`src/rtl/wavetable_sample_feeder_pkg.sv`:
```
// Shared types and default widths for the wavetable feeder and playback stage.
// Latency: none (declarations only).
// Backpressure: none (declarations only).
package music_pkg;

  localparam int ADDR_W_DEF     = 8;
  localparam int DATA_W_DEF     = 16;
  localparam int PHASE_W_DEF    = 24;
  localparam int FIFO_DEPTH_DEF = 4;
  localparam int NOTE_LEN_W     = 16;

  typedef enum logic [2:0] {
    ST_IDLE     = 3'd0,
    ST_FETCH    = 3'd1,
    ST_WAIT_ROM = 3'd2,
    ST_HOLD     = 3'd3,
    ST_DRAIN    = 3'd4
  } feeder_state_e;

endpackage

```
`src/rtl/wavetable_sample_feeder_if.sv`:
```
// Bundle of control, ROM and sample-output signals of the wavetable feeder.
// Latency: none (wiring only).
// Backpressure: none; the feeder (slave) is driven by the playback/ROM side (master).
// Build option VOLUME_SCALE_EN adds the 4-bit VOLUME input.
interface wavetable_sample_feeder_if
  import music_pkg::*;
#(
  parameter int ADDR_W  = ADDR_W_DEF,
  parameter int DATA_W  = DATA_W_DEF,
  parameter int PHASE_W = PHASE_W_DEF
);
  logic                  START;
  logic                  STOP;
  logic [PHASE_W-1:0]    PHASE_INC;
  logic [NOTE_LEN_W-1:0] NOTE_LEN;
  logic                  SAMPLE_REQ;
  logic [ADDR_W-1:0]     ROM_ADDR;
  logic [DATA_W-1:0]     ROM_DATA;
  logic [DATA_W-1:0]     LDATA;
  logic [DATA_W-1:0]     RDATA;
  logic                  SAMPLE_VALID;
  logic                  BUSY;
  logic                  NOTE_DONE;
  logic                  UNDERRUN;
`ifdef VOLUME_SCALE_EN
  logic [3:0]            VOLUME;
`endif

  modport master (
`ifdef VOLUME_SCALE_EN
    output VOLUME,
`endif
    output START, STOP, PHASE_INC, NOTE_LEN, SAMPLE_REQ, ROM_DATA,
    input  ROM_ADDR, LDATA, RDATA, SAMPLE_VALID, BUSY, NOTE_DONE, UNDERRUN
  );

  modport slave (
`ifdef VOLUME_SCALE_EN
    input  VOLUME,
`endif
    input  START, STOP, PHASE_INC, NOTE_LEN, SAMPLE_REQ, ROM_DATA,
    output ROM_ADDR, LDATA, RDATA, SAMPLE_VALID, BUSY, NOTE_DONE, UNDERRUN
  );

endinterface

```
`src/rtl/wavetable_sample_feeder_fifo.sv`:
```
// sample_fifo: synchronous FIFO with flush, occupancy count and head peek.
// Latency: a push is visible at the head the cycle after it is written.
// Backpressure: pushes are dropped when full (unless popping that cycle); pops on empty are ignored.
// Ports: clk_i/rst_i (async active-high), push_i/push_data_i, pop_i, flush_i,
//        count_o, full_o, empty_o, head_o (0 while empty).
module sample_fifo #(
  parameter  int FIFO_DEPTH = 4,
  parameter  int DATA_W     = 16,
  localparam int PTR_W      = $clog2(FIFO_DEPTH),
  localparam int CNT_W      = PTR_W + 1
) (
  input  logic              clk_i,
  input  logic              rst_i,
  input  logic              push_i,
  input  logic [DATA_W-1:0] push_data_i,
  input  logic              pop_i,
  input  logic              flush_i,
  output logic [CNT_W-1:0]  count_o,
  output logic              full_o,
  output logic              empty_o,
  output logic [DATA_W-1:0] head_o
);

  logic [DATA_W-1:0] mem_q [FIFO_DEPTH];
  logic [PTR_W-1:0]  wr_ptr_q, rd_ptr_q;
  logic [CNT_W-1:0]  count_q;
  logic              do_push, do_pop;

  assign empty_o = (count_q == '0);
  assign full_o  = (count_q == CNT_W'(FIFO_DEPTH));
  assign count_o = count_q;
  assign head_o  = empty_o ? '0 : mem_q[rd_ptr_q];

  // A full FIFO can still take a push when the head leaves in the same cycle.
  assign do_pop  = pop_i & ~empty_o;
  assign do_push = push_i & (~full_o | do_pop);

  always_ff @(posedge clk_i or posedge rst_i) begin
    if (rst_i) begin
      wr_ptr_q <= '0;
      rd_ptr_q <= '0;
      count_q  <= '0;
    end else if (flush_i) begin
      wr_ptr_q <= '0;
      rd_ptr_q <= '0;
      count_q  <= '0;
    end else begin
      if (do_push) wr_ptr_q <= wr_ptr_q + PTR_W'(1);
      if (do_pop)  rd_ptr_q <= rd_ptr_q + PTR_W'(1);
      case ({do_push, do_pop})
        2'b10:   count_q <= count_q + CNT_W'(1);
        2'b01:   count_q <= count_q - CNT_W'(1);
        default: count_q <= count_q;
      endcase
    end
  end

  // Storage needs no reset: entries are only read once counted as valid.
  always_ff @(posedge clk_i) begin
    if (do_push && !flush_i) mem_q[wr_ptr_q] <= push_data_i;
  end

endmodule

```
`src/rtl/wavetable_sample_feeder.sv`:
```
// Wavetable sample feeder: steps a phase accumulator through a waveform ROM and
// buffers samples for playback; one START plays NOTE_LEN samples.
// Latency: START cycle 0 -> ROM address cycle 1 -> SAMPLE_VALID in cycle 3; fill rate 1 sample / 2 cycles.
// Backpressure: fetching pauses (HOLD) while the buffer is full; SAMPLE_REQ pops the head.
// Ports: CLK, RESET (async active-high), bus (slave modport): START/STOP/PHASE_INC/NOTE_LEN/
//        SAMPLE_REQ in, ROM_ADDR/ROM_DATA ROM link, LDATA/RDATA/SAMPLE_VALID/BUSY/NOTE_DONE/UNDERRUN out.
// Build option VOLUME_SCALE_EN: LDATA/RDATA = (head * VOLUME) >>> 4.
module wavetable_sample_feeder
  import music_pkg::*;
#(
  parameter int ADDR_W     = ADDR_W_DEF,
  parameter int DATA_W     = DATA_W_DEF,
  parameter int PHASE_W    = PHASE_W_DEF,
  parameter int FIFO_DEPTH = FIFO_DEPTH_DEF
) (
  input  logic                      CLK,
  input  logic                      RESET,
  wavetable_sample_feeder_if.slave  bus
);

  localparam int CNT_W = $clog2(FIFO_DEPTH) + 1;

  feeder_state_e         state_q;
  logic [PHASE_W-1:0]    phase_q;
  logic [PHASE_W-1:0]    inc_q;
  logic [NOTE_LEN_W-1:0] remaining_q;
  logic [ADDR_W-1:0]     rom_addr_q;
  logic                  note_done_q;
  logic                  underrun_q;

  logic              fifo_push, fifo_pop, fifo_flush;
  logic              fifo_full, fifo_empty;
  logic [CNT_W-1:0]  fifo_count;
  logic [DATA_W-1:0] fifo_head;
  logic              pop_ok;
  logic              stop_act;
  logic [CNT_W-1:0]  cnt_after_push;
  logic              will_full;
  logic [DATA_W-1:0] sample_out;

  assign pop_ok     = bus.SAMPLE_REQ & ~fifo_empty;
  assign stop_act   = bus.STOP & (state_q != ST_IDLE);
  assign fifo_flush = stop_act;
  // A STOP during WAIT_ROM discards the word arriving from the ROM.
  assign fifo_push  = (state_q == ST_WAIT_ROM) & ~stop_act;
  assign fifo_pop   = bus.SAMPLE_REQ;

  // Occupancy after this cycle's push (and possible pop); only used in WAIT_ROM.
  assign cnt_after_push = fifo_count + CNT_W'(1) - CNT_W'(pop_ok);
  assign will_full      = (cnt_after_push == CNT_W'(FIFO_DEPTH));

  sample_fifo #(
    .FIFO_DEPTH (FIFO_DEPTH),
    .DATA_W     (DATA_W)
  ) u_fifo (
    .clk_i       (CLK),
    .rst_i       (RESET),
    .push_i      (fifo_push),
    .push_data_i (bus.ROM_DATA),
    .pop_i       (fifo_pop),
    .flush_i     (fifo_flush),
    .count_o     (fifo_count),
    .full_o      (fifo_full),
    .empty_o     (fifo_empty),
    .head_o      (fifo_head)
  );

  always_ff @(posedge CLK or posedge RESET) begin
    if (RESET) begin
      state_q     <= ST_IDLE;
      phase_q     <= '0;
      inc_q       <= '0;
      remaining_q <= '0;
      rom_addr_q  <= '0;
      note_done_q <= 1'b0;
      underrun_q  <= 1'b0;
    end else begin
      note_done_q <= 1'b0;
      case (state_q)
        ST_IDLE: begin
          if (bus.START && !bus.STOP) begin
            if (bus.NOTE_LEN != '0) begin
              inc_q       <= bus.PHASE_INC;
              phase_q     <= '0;
              remaining_q <= bus.NOTE_LEN;
              rom_addr_q  <= '0;
              underrun_q  <= 1'b0;
              state_q     <= ST_FETCH;
            end else begin
              note_done_q <= 1'b1;
            end
          end
        end
        ST_FETCH: begin
          phase_q     <= phase_q + inc_q;
          remaining_q <= remaining_q - NOTE_LEN_W'(1);
          state_q     <= ST_WAIT_ROM;
        end
        ST_WAIT_ROM: begin
          // ROM address is loaded on entry to FETCH so it is a clean register output.
          if (remaining_q == '0) begin
            state_q <= ST_DRAIN;
          end else if (will_full) begin
            state_q <= ST_HOLD;
          end else begin
            rom_addr_q <= phase_q[PHASE_W-1 -: ADDR_W];
            state_q    <= ST_FETCH;
          end
        end
        ST_HOLD: begin
          if (!fifo_full) begin
            rom_addr_q <= phase_q[PHASE_W-1 -: ADDR_W];
            state_q    <= ST_FETCH;
          end
        end
        ST_DRAIN: begin
          if (fifo_empty) begin
            state_q <= ST_IDLE;
          end else if (pop_ok && fifo_count == CNT_W'(1)) begin
            note_done_q <= 1'b1;
            state_q     <= ST_IDLE;
          end
        end
        default: state_q <= ST_IDLE;
      endcase

      // Sets after the START clear, so a request in the START cycle still counts.
      if (bus.SAMPLE_REQ && fifo_empty) underrun_q <= 1'b1;

      // Abort overrides every transition above and suppresses completion.
      if (stop_act) begin
        state_q     <= ST_IDLE;
        note_done_q <= 1'b0;
      end
    end
  end

`ifdef VOLUME_SCALE_EN
  logic signed [DATA_W+4:0] scaled_prod;
  // Volume is an unsigned 0..15 gain in sixteenths; the zero-extend keeps the multiply signed.
  assign scaled_prod = $signed(fifo_head) * $signed({1'b0, bus.VOLUME});
  assign sample_out  = scaled_prod[DATA_W+3:4];
`else
  assign sample_out  = fifo_head;
`endif

  assign bus.ROM_ADDR     = rom_addr_q;
  assign bus.LDATA        = sample_out;
  assign bus.RDATA        = sample_out;
  assign bus.SAMPLE_VALID = ~fifo_empty;
  assign bus.BUSY         = (state_q != ST_IDLE);
  assign bus.NOTE_DONE    = note_done_q;
  assign bus.UNDERRUN     = underrun_q;

endmodule

```
`src/flat_wrapper.sv`:
```
// flat-port wrapper written by rule: the top's interface ports become plain ports
module wavetable_sample_feeder_flat import music_pkg::*;
#(
  parameter int ADDR_W     = ADDR_W_DEF,
  parameter int DATA_W     = DATA_W_DEF,
  parameter int PHASE_W    = PHASE_W_DEF,
  parameter int FIFO_DEPTH = FIFO_DEPTH_DEF
)
  (CLK, RESET, bus_START, bus_STOP, bus_PHASE_INC, bus_NOTE_LEN, bus_SAMPLE_REQ, bus_ROM_DATA, bus_ROM_ADDR, bus_LDATA, bus_RDATA, bus_SAMPLE_VALID, bus_BUSY, bus_NOTE_DONE, bus_UNDERRUN);
  wavetable_sample_feeder_if #(.ADDR_W(ADDR_W), .DATA_W(DATA_W), .PHASE_W(PHASE_W)) bus_i ();
  input  logic CLK;
  input  logic RESET;
  input wire logic [$bits(bus_i.START)-1:0] bus_START;
  input wire logic [$bits(bus_i.STOP)-1:0] bus_STOP;
  input wire logic [$bits(bus_i.PHASE_INC)-1:0] bus_PHASE_INC;
  input wire logic [$bits(bus_i.NOTE_LEN)-1:0] bus_NOTE_LEN;
  input wire logic [$bits(bus_i.SAMPLE_REQ)-1:0] bus_SAMPLE_REQ;
  input wire logic [$bits(bus_i.ROM_DATA)-1:0] bus_ROM_DATA;
  output wire logic [$bits(bus_i.ROM_ADDR)-1:0] bus_ROM_ADDR;
  output wire logic [$bits(bus_i.LDATA)-1:0] bus_LDATA;
  output wire logic [$bits(bus_i.RDATA)-1:0] bus_RDATA;
  output wire logic [$bits(bus_i.SAMPLE_VALID)-1:0] bus_SAMPLE_VALID;
  output wire logic [$bits(bus_i.BUSY)-1:0] bus_BUSY;
  output wire logic [$bits(bus_i.NOTE_DONE)-1:0] bus_NOTE_DONE;
  output wire logic [$bits(bus_i.UNDERRUN)-1:0] bus_UNDERRUN;
  assign bus_i.START = bus_START;
  assign bus_i.STOP = bus_STOP;
  assign bus_i.PHASE_INC = bus_PHASE_INC;
  assign bus_i.NOTE_LEN = bus_NOTE_LEN;
  assign bus_i.SAMPLE_REQ = bus_SAMPLE_REQ;
  assign bus_i.ROM_DATA = bus_ROM_DATA;
  assign bus_ROM_ADDR = bus_i.ROM_ADDR;
  assign bus_LDATA = bus_i.LDATA;
  assign bus_RDATA = bus_i.RDATA;
  assign bus_SAMPLE_VALID = bus_i.SAMPLE_VALID;
  assign bus_BUSY = bus_i.BUSY;
  assign bus_NOTE_DONE = bus_i.NOTE_DONE;
  assign bus_UNDERRUN = bus_i.UNDERRUN;
  wavetable_sample_feeder #(.ADDR_W(ADDR_W), .DATA_W(DATA_W), .PHASE_W(PHASE_W), .FIFO_DEPTH(FIFO_DEPTH)) u_core (.CLK(CLK), .RESET(RESET), .bus(bus_i));
endmodule
```
`config.mk`:
```
export PLATFORM = sky130hd
export DESIGN_NAME = wavetable_sample_feeder_flat
export DESIGN_NICKNAME = d
export VERILOG_FILES = /design/src/rtl/wavetable_sample_feeder_pkg.sv /design/src/rtl/wavetable_sample_feeder_if.sv /design/src/rtl/wavetable_sample_feeder_fifo.sv /design/src/rtl/wavetable_sample_feeder.sv /design/src/flat_wrapper.sv
export SDC_FILE = /design/constraint.sdc
export NUM_CORES = 1
export LEC_CHECK = 0
export ABC_AREA = 1
export CORE_MARGIN = 1
export CORE_UTILIZATION = 61
export DETAILED_ROUTE_END_ITERATION = 16
export PLACE_DENSITY_LB_ADDON = 0.3
export SETUP_SLACK_MARGIN = 0.15
export SLEW_MARGIN = 40
export SYNTH_ARGS = -nofsm -noshare
export SYNTH_HDL_FRONTEND = slang
export SYNTH_SLANG_ARGS = --single-unit
```
`constraint.sdc`:
```
create_clock -name CLK -period 6 [get_ports CLK]
set_clock_uncertainty 0.05 [all_clocks]
set_input_delay 1.2 -clock CLK [delete_from_list [all_inputs] [get_ports CLK]]
set_output_delay 1.2 -clock CLK [all_outputs]
set_load 0.01 [all_outputs]
```
==> parameters.txt, run 1 <==
Parameter                              Value

Run status
  Status    finished, final reports clean

Clock tree
  Maximum level of the CTS H-tree    4
  Clk sink count    148
  Post-cts hold buffer count    0
  Post_cts resized    0
  Num CTS Buffers    17
  Root Driver    clkbuf_16
  TritonCTS clock tree    yes
  Buffers from clock root to sink, at most    2
  Clock edge transition at the registers on the reported setup and hold paths    60 ps
  Skew-Pair Late Insertion Delay    440 ps
  Post-CTS setup-driven buffer insertion count    0

Power
  Net Sw Power    2430 uW
  Design Power    5460 uW
  Clk pwr share    0.190
  Cell Pwr Density    539 mW/mm2
  Power share of the combinational group    0.514
  Internal power contribution    3040 uW
  Worst ir drop on vdd    276 uV
  Net Sw Frac    0.445
  Part of the total power dissipated in sequential elements    0.296
  Leakage power total    0.00478 uW

Global routing
  Number of global-route vias before repair    7075
  First-pass GRT wire length    33.6 mm
  Remaining global-route overflow    0
  GRT met3 Usage    0.0656
  Maximum number of pins on one net before global-route repair    54
  Total GRT Usage    0.302
  Met1 track demand over resource    0.384
  Antenna violations before repair    0
  Global-route layer with the greatest usage    met2
  GR met2 Demand/Resource    0.490

Routing
  Total detailed-routing wirelength    20.4 mm
  Vias after detailed routing    7422
  DR WL/cell    14.8 um
  Post-DR vias/cell    5.38
  Post-route antenna net violation count    0
  First-iteration detailed-routing DRC count    688
  Number of search-and-repair iterations in the first detailed-routing pass    5
  DR DRC count    0

Layout
  Ant diodes    0
  Post-route standard cell area excluding fillers    0.0101 mm2
  Post-layout nets    1287
  Synth-to-Final Area Change    19.2%
  Filler-free cell count of the finished design    1379
  Share of layout cells above drive strength 1    0.0565

Worst setup path
  Reg2Reg Launch Point    u_core.state_q[2]
  Startpoint of the most critical setup path    u_core.u_fifo.rd_ptr_q[1]
  Nature of the critical path startpoint    register
  End of the worst register-to-register path    u_core.u_fifo.mem_q[3][1]
  Worst Setup Path Type    register to primary output
  Register-to-register setup slack    3250 ps
  Signal arrival time at the worst endpoint    3080 ps
  Worst R2R Path Depth    6
  Required time worst endpoint    4750 ps
  Type of element capturing the critical path    primary output
  Worst-path maximum fanout    18

Placed design
  Area after detailed placement    0.00956 mm2
  Total of buffers placed on input and output ports    104
  Post-Place Cells    1347
  Post-detail-place hpwl    14.3 mm
  Routability congestion estimate    0.992

STA
  Final count of negative-setup-slack endpoints    0
  Period utilization    0.721
  Final total negative setup slack    0 ps
  Final period demand of the worst path    4330 ps
  Upper clock frequency limit    231 MHz
  Max_slew headroom    0.500
  Slew at the pin closest to its max-slew limit    748 ps
  Fin. max-slew vios    0
  Number of hold-slack violations in the final timing report    0
  RSZ-0062 raised after global routing    false

Synthesis
  Number of instances in the synthesized netlist    1105
  YS warnings    0
  Proportion of synthesized flip-flops having asynchronous set or reset    0.568
  Cell area after synthesis    0.00850 mm2
  Count of flip-flops with a built-in enable after synthesis    64
  Synthesized net count    1202
  Commonest register cell after synthesis    dfrtp_1
  Synthesis-stage register bit count    148
  Syn Area/Cell    7.70 um2
  Number of different library cells in the post-synthesis netlist    41
  Sequential element share of the synthesized area    0.473

Die
  Total Die Area    0.0144 mm2
  Floorplan die height    120 um
  Chip Width    120 um
  Initial standard-cell utilization of the core    0.635
  Core area    0.0134 mm2
  Number of rows in the core area    42
  Boundary pin count    105

Worst hold path
  Worst Hold Class    register to register
  Worst Hold Path Cells    2
  Hold-critical path endpoint    u_core.phase_q[12]
  Worst Min Path Start    u_core.phase_q[12]

Flow run
  Number of maximum-capacitance violations    0
cell usage in the layout (no fill, tap or decap), types with 35 or more instances in the layout:
| cell type | netlist | final |
|---|---|---|
| o21ai_0 | 58 | 58 |
| inv_1 | 127 | 126 |
| a21oi_1 | 46 | 46 |
| nor2_1 | 156 | 155 |
| nand2_1 | 350 | 350 |
| edfxtp_1 | 64 | 64 |
| ha_1 | 35 | 35 |
| dfrtp_1 | 84 | 83 |
| nand3_1 | 58 | 58 |
| clkdlybuf4s50_1 | 0 | 104 |
flip-flops by register name, indices dropped and copies added (netlist names):
register / cells
u_core.bus.NOTE_DONE: 1
u_core.remaining_q: 16
u_core.u_fifo.rd_ptr_q: 2
u_core.state_q: 3
u_core.bus.ROM_ADDR: 8
u_core.inc_q: 24
u_core.bus.UNDERRUN: 1
u_core.u_fifo.count_o: 3
u_core.phase_q: 24
u_core.u_fifo.mem_q: 64
u_core.u_fifo.wr_ptr_q: 2
worst max-delay path, cell delays in order (launching register included):
cell             delay [ps]
dfrtp_1                 750
clkinv_1                650
nor2_1                  250
o21ai_0                 130
a21oi_1                 270
clkdlybuf4s50_1         590
power by group through the flow:
| stage | clock [uW] | sequential, uW | combinational (uW) |
|---|---|---|---|
| 4_1_cts | 1040 | 1610 | 2800 |
| 2_1_floorplan | 0 | 1520 | 2060 |
| 5_1_grt | 1090 | 1650 | 3170 |
| 3_3_place_gp | 0 | 1610 | 2680 |
| 3_5_place_dp | 0 | 1620 | 2780 |
| 6_report | 1040 | 1620 | 2810 |
through the flow:
step                worst slack [ps]  hold slack, ps  utilization
floorplan                       2580             396            -
global placement                2330             412        0.713
detailed placement              2230             419        0.713
CTS                             1730             437        0.756
global route                    1590             466        0.756
finish                          1670             436        0.756
Yosys cell counts, types with 8 or more instances:
master | number | share of area
nand2_1 | 350 | 0.15
nor2_1 | 156 | 0.069
inv_1 | 127 | 0.056
dfrtp_1 | 84 | 0.25
edfxtp_1 | 64 | 0.23
nand3_1 | 58 | 0.034
o21ai_0 | 58 | 0.034
a21oi_1 | 46 | 0.027
ha_1 | 35 | 0.051
buf_4 | 16 | 0.014
o21ai_1 | 13 | 0.0077
clkbuf_1 | 12 | 0.0053
buf_2 | 11 | 0.0065
inv_2 | 8 | 0.0035
nand4_1 | 8 | 0.0059
worst max path at each step:
stage / endpoint / cells after the start
2_1_floorplan: u_core.bus.NOTE_DONE / 1
3_3_place_gp: bus_RDATA[9] / 5
3_5_place_dp: bus_RDATA[5] / 5
4_1_cts: bus_LDATA[14] / 5
5_1_grt: bus_RDATA[14] / 5
6_report: bus_LDATA[14] / 5
cell type report:
| class | count | area, um2 |
|---|---|---|
| inverters | 136 | 512 |
| fillers | 980 | 3260 |
| clock inverters | 14 | 143 |
| well taps | 176 | 220 |
| multi-input cells | 779 | 3740 |
| clock buffers | 18 | 429 |
| repair buffers | 108 | 1070 |
| flip-flops and latches | 148 | 4030 |
logic make-up after synthesis:
logic type / count (synthesis) / synth area share
compound gates: 131 / 0.0836
xor+xnor: 10 / 0.0103
fa+ha+maj: 36 / 0.0538
buf+inv: 178 / 0.0890
flops: 148 / 0.473
simple gates: 602 / 0.290
routing by layer:
metal / up-vias / share of wire
met5: - / 0
met4: 0 / 0.033
met3: 56 / 0.069
met2: 332 / 0.48
met1: 3370 / 0.42
li1: 3664 / -
No activity file was read; power rests on OpenSTA's default activity.
==> run 2, diff against run 1 <==
CORE_UTILIZATION = 51   (was 61)
clock period = 3.9 ns   (was 6 ns; I/O delays follow)
==> parameters.txt, run 2 (synthesis gave the netlist of run 1 again) <==
Parameter                              Value

Run status
  Status    finished, final reports clean

Worst setup path
  Worst Setup Path Type    register to primary output
  Required time worst endpoint    3070 ps (-1680 ps)
  Reg2Reg Launch Point    u_core.u_fifo.count_o[0]
  Worst-path maximum fanout    17 (-1)
  Number of buffers and inverters on the critical path    3 (+1)
  Type of element capturing the critical path    primary output
  Cell-by-cell trace of the critical path    clkinv_1, buf_4, nor2_1, o21ai_0, a21oi_1, clkdlybuf4s50_1
  Signal arrival time at the worst endpoint    2690 ps (-390 ps)
  Largest stage delay, worst path    760 ps (about the same)
  Register-to-register setup slack    1300 ps (-1950 ps)
  Nature of the critical path startpoint    register
  Startpoint of the most critical setup path    u_core.u_fifo.rd_ptr_q[1]
  Library cell contributing the largest single delay on the critical path    dfrtp_1
  Top cell family by delay on the critical path    buffers and inverters

STA
  Fin. max-slew vios    0 (unchanged)
  Final total negative setup slack    0 ps (unchanged)
  Final period demand of the worst path    3520 ps
  Slew at the pin closest to its max-slew limit    690 ps (-58.7 ps)
  RSZ-0062 raised after global routing    false
  Upper clock frequency limit    284 MHz
  Max_slew headroom    0.540 (+0.0396)
  Period utilization    0.902
  Number of hold-slack violations in the final timing report    0 (unchanged)
  Final count of negative-setup-slack endpoints    0 (unchanged)

Global routing
  First-pass GRT wire length    32.8 mm (-2.2%)
  Antenna violations before repair    0 (unchanged)
  Remaining global-route overflow    0 (unchanged)
  Maximum number of pins on one net before global-route repair    51 (-5.6%)
  Total GRT Usage    0.238 (-0.0641)
  Number of global-route vias before repair    6780 (-4.2%)

Layout
  Post-route standard cell area excluding fillers    0.0102 mm2 (+0.96%)
  Largest registers    u_core.u_fifo.mem_q x64, u_core.inc_q x24, u_core.phase_q x24
  Most common library cell in the layout ignoring fill and taps    nand2_1
  Synth-to-Final Area Change    20.3%
  FF/Latch Area    0.00402 mm2 (about the same)
  Max reg flops    64 (unchanged)
  Share of layout cells above drive strength 1    0.0596 (+0.00303)
  Post-layout nets    1293 (+0.47%)
  Largest register by flop count    u_core.u_fifo.mem_q
  Area of the multi-input gates    0.00373 mm2 (-0.20%)
  Filler cell count    1352 (+38%)
  Most frequent cells in the layout    nand2_1, nor2_1, inv_1
  Ant diodes    0 (unchanged)

Die
  Total Die Area    0.0172 mm2 (+19%)
  Initial standard-cell utilization of the core    0.530 (-0.105)
  Core area    0.0161 mm2 (+20%)
  Number of rows in the core area    46 (+9.5%)
  Boundary pin count    105 (unchanged)
  Floorplan die height    131 um (+9.2%)
  Chip Width    131 um (+9.2%)

Power
  Net Sw Frac    0.439 (-0.00539)
  Internal power contribution    4700 uW (+55%)
  Power share of the combinational group    0.523 (+0.009)
  Clk pwr share    0.189 (about the same)
  Part of the total power dissipated in sequential elements    0.287 (-0.009)
  Worst ir drop on vdd    339 uV (+23%)
  Cell Pwr Density    819 mW/mm2 (+52%)
  Net Sw Power    3680 uW (+51%)
  Leakage power total    0.00482 uW (+0.90%)

Clock tree
  Post_cts resized    0 (unchanged)
  TritonCTS clock tree    yes
  Skew-Pair Late Insertion Delay    430 ps (about the same)
  Clock edge transition at the registers on the reported setup and hold paths    60 ps (about the same)
  Post-CTS setup-driven buffer insertion count    0 (unchanged)
  Post-cts hold buffer count    0 (unchanged)
  Num CTS Buffers    17 (unchanged)
  Maximum level of the CTS H-tree    4 (unchanged)
  Buffers from clock root to sink, at most    2 (unchanged)
  Clk sink count    148 (unchanged)
  Root Driver    clkbuf_16

Routing
  Vias after detailed routing    7260 (-2.2%)
  First-iteration detailed-routing DRC count    554 (-19%)
  Post-DR vias/cell    5.09 (-5.3%)
  Total detailed-routing wirelength    19.7 mm (-3.6%)
  DR DRC count    0 (unchanged)
  DR WL/cell    13.8 um (-6.7%)
  Number of search-and-repair iterations in the first detailed-routing pass    11 (+6)
  Post-route antenna net violation count    0 (unchanged)

Worst hold path
  Worst Hold Class    register to register
  Worst Min Path Start    u_core.phase_q[2]

Placed design
  Area after detailed placement    0.00966 mm2 (+1.0%)
  Total of buffers placed on input and output ports    104 (unchanged)
  Post-detail-place hpwl    14.0 mm (-2.5%)
  Routability congestion estimate    0.931 (-6.2%)

Flow run
  Number of maximum-capacitance violations    0 (unchanged)
-- run 2: worst paths after layout --
kind | to | cells past startpoint
setup / recovery | bus_LDATA[2] | 6
hold / removal | u_core.phase_q[2] | 2
setup reg to reg | u_core.bus.ROM_ADDR[6] | 12
hold reg to reg | u_core.phase_q[2] | 2
max in group asynchronous | u_core.inc_q[15] | 3
min in group asynchronous | u_core.u_fifo.count_o[1] | 2
-- run 2: worst min-delay path, stage by stage, from the launching register on --
cell and delay (ps):
dfrtp_1 350, nand2_1 50, nand2_1 50
-- run 2: power groups by stage --
stage	registers (uW)	clock network, uW	logic [uW]
2_1_floorplan	2330	0	3170
3_3_place_gp	2410	0	4240
3_5_place_dp	2420	0	4340
4_1_cts	2400	1610	4380
5_1_grt	2460	1670	4940
6_report	2410	1590	4380
-- run 2: final cells by class --
cell class / instances / share of cell area
inverters: 136 / 0.0500
clock buffers: 18 / 0.0419
well taps: 216 / 0.0264
multi-input cells: 779 / 0.364
clock inverters: 14 / 0.0138
repair buffers: 114 / 0.110
flip-flops and latches: 148 / 0.393
-- run 2: routing by layer --
layer | track usage | routed length, um | vias to the layer above
met2 | 0.382 | 9000 | 231
met1 | 0.326 | 9200 | 3312
li1 | - | - | 3687
met4 | 0.0758 | 372 | 0
met3 | 0.0448 | 1100 | 30
met5 | 0 | 0 | -
-- run 2: metrics by stage --
step                 util  setup slack, ps  cells  hold slack, ps  power (uW)
floorplan               -              905   1105             396        5500
global placement    0.601              956   1393             408        6650
detailed placement  0.601              881   1393             413        6760
CTS                 0.637              347   1425             432        8390
global route        0.637              211   1425             452        9070
finish              0.637              382   1425             429        8380
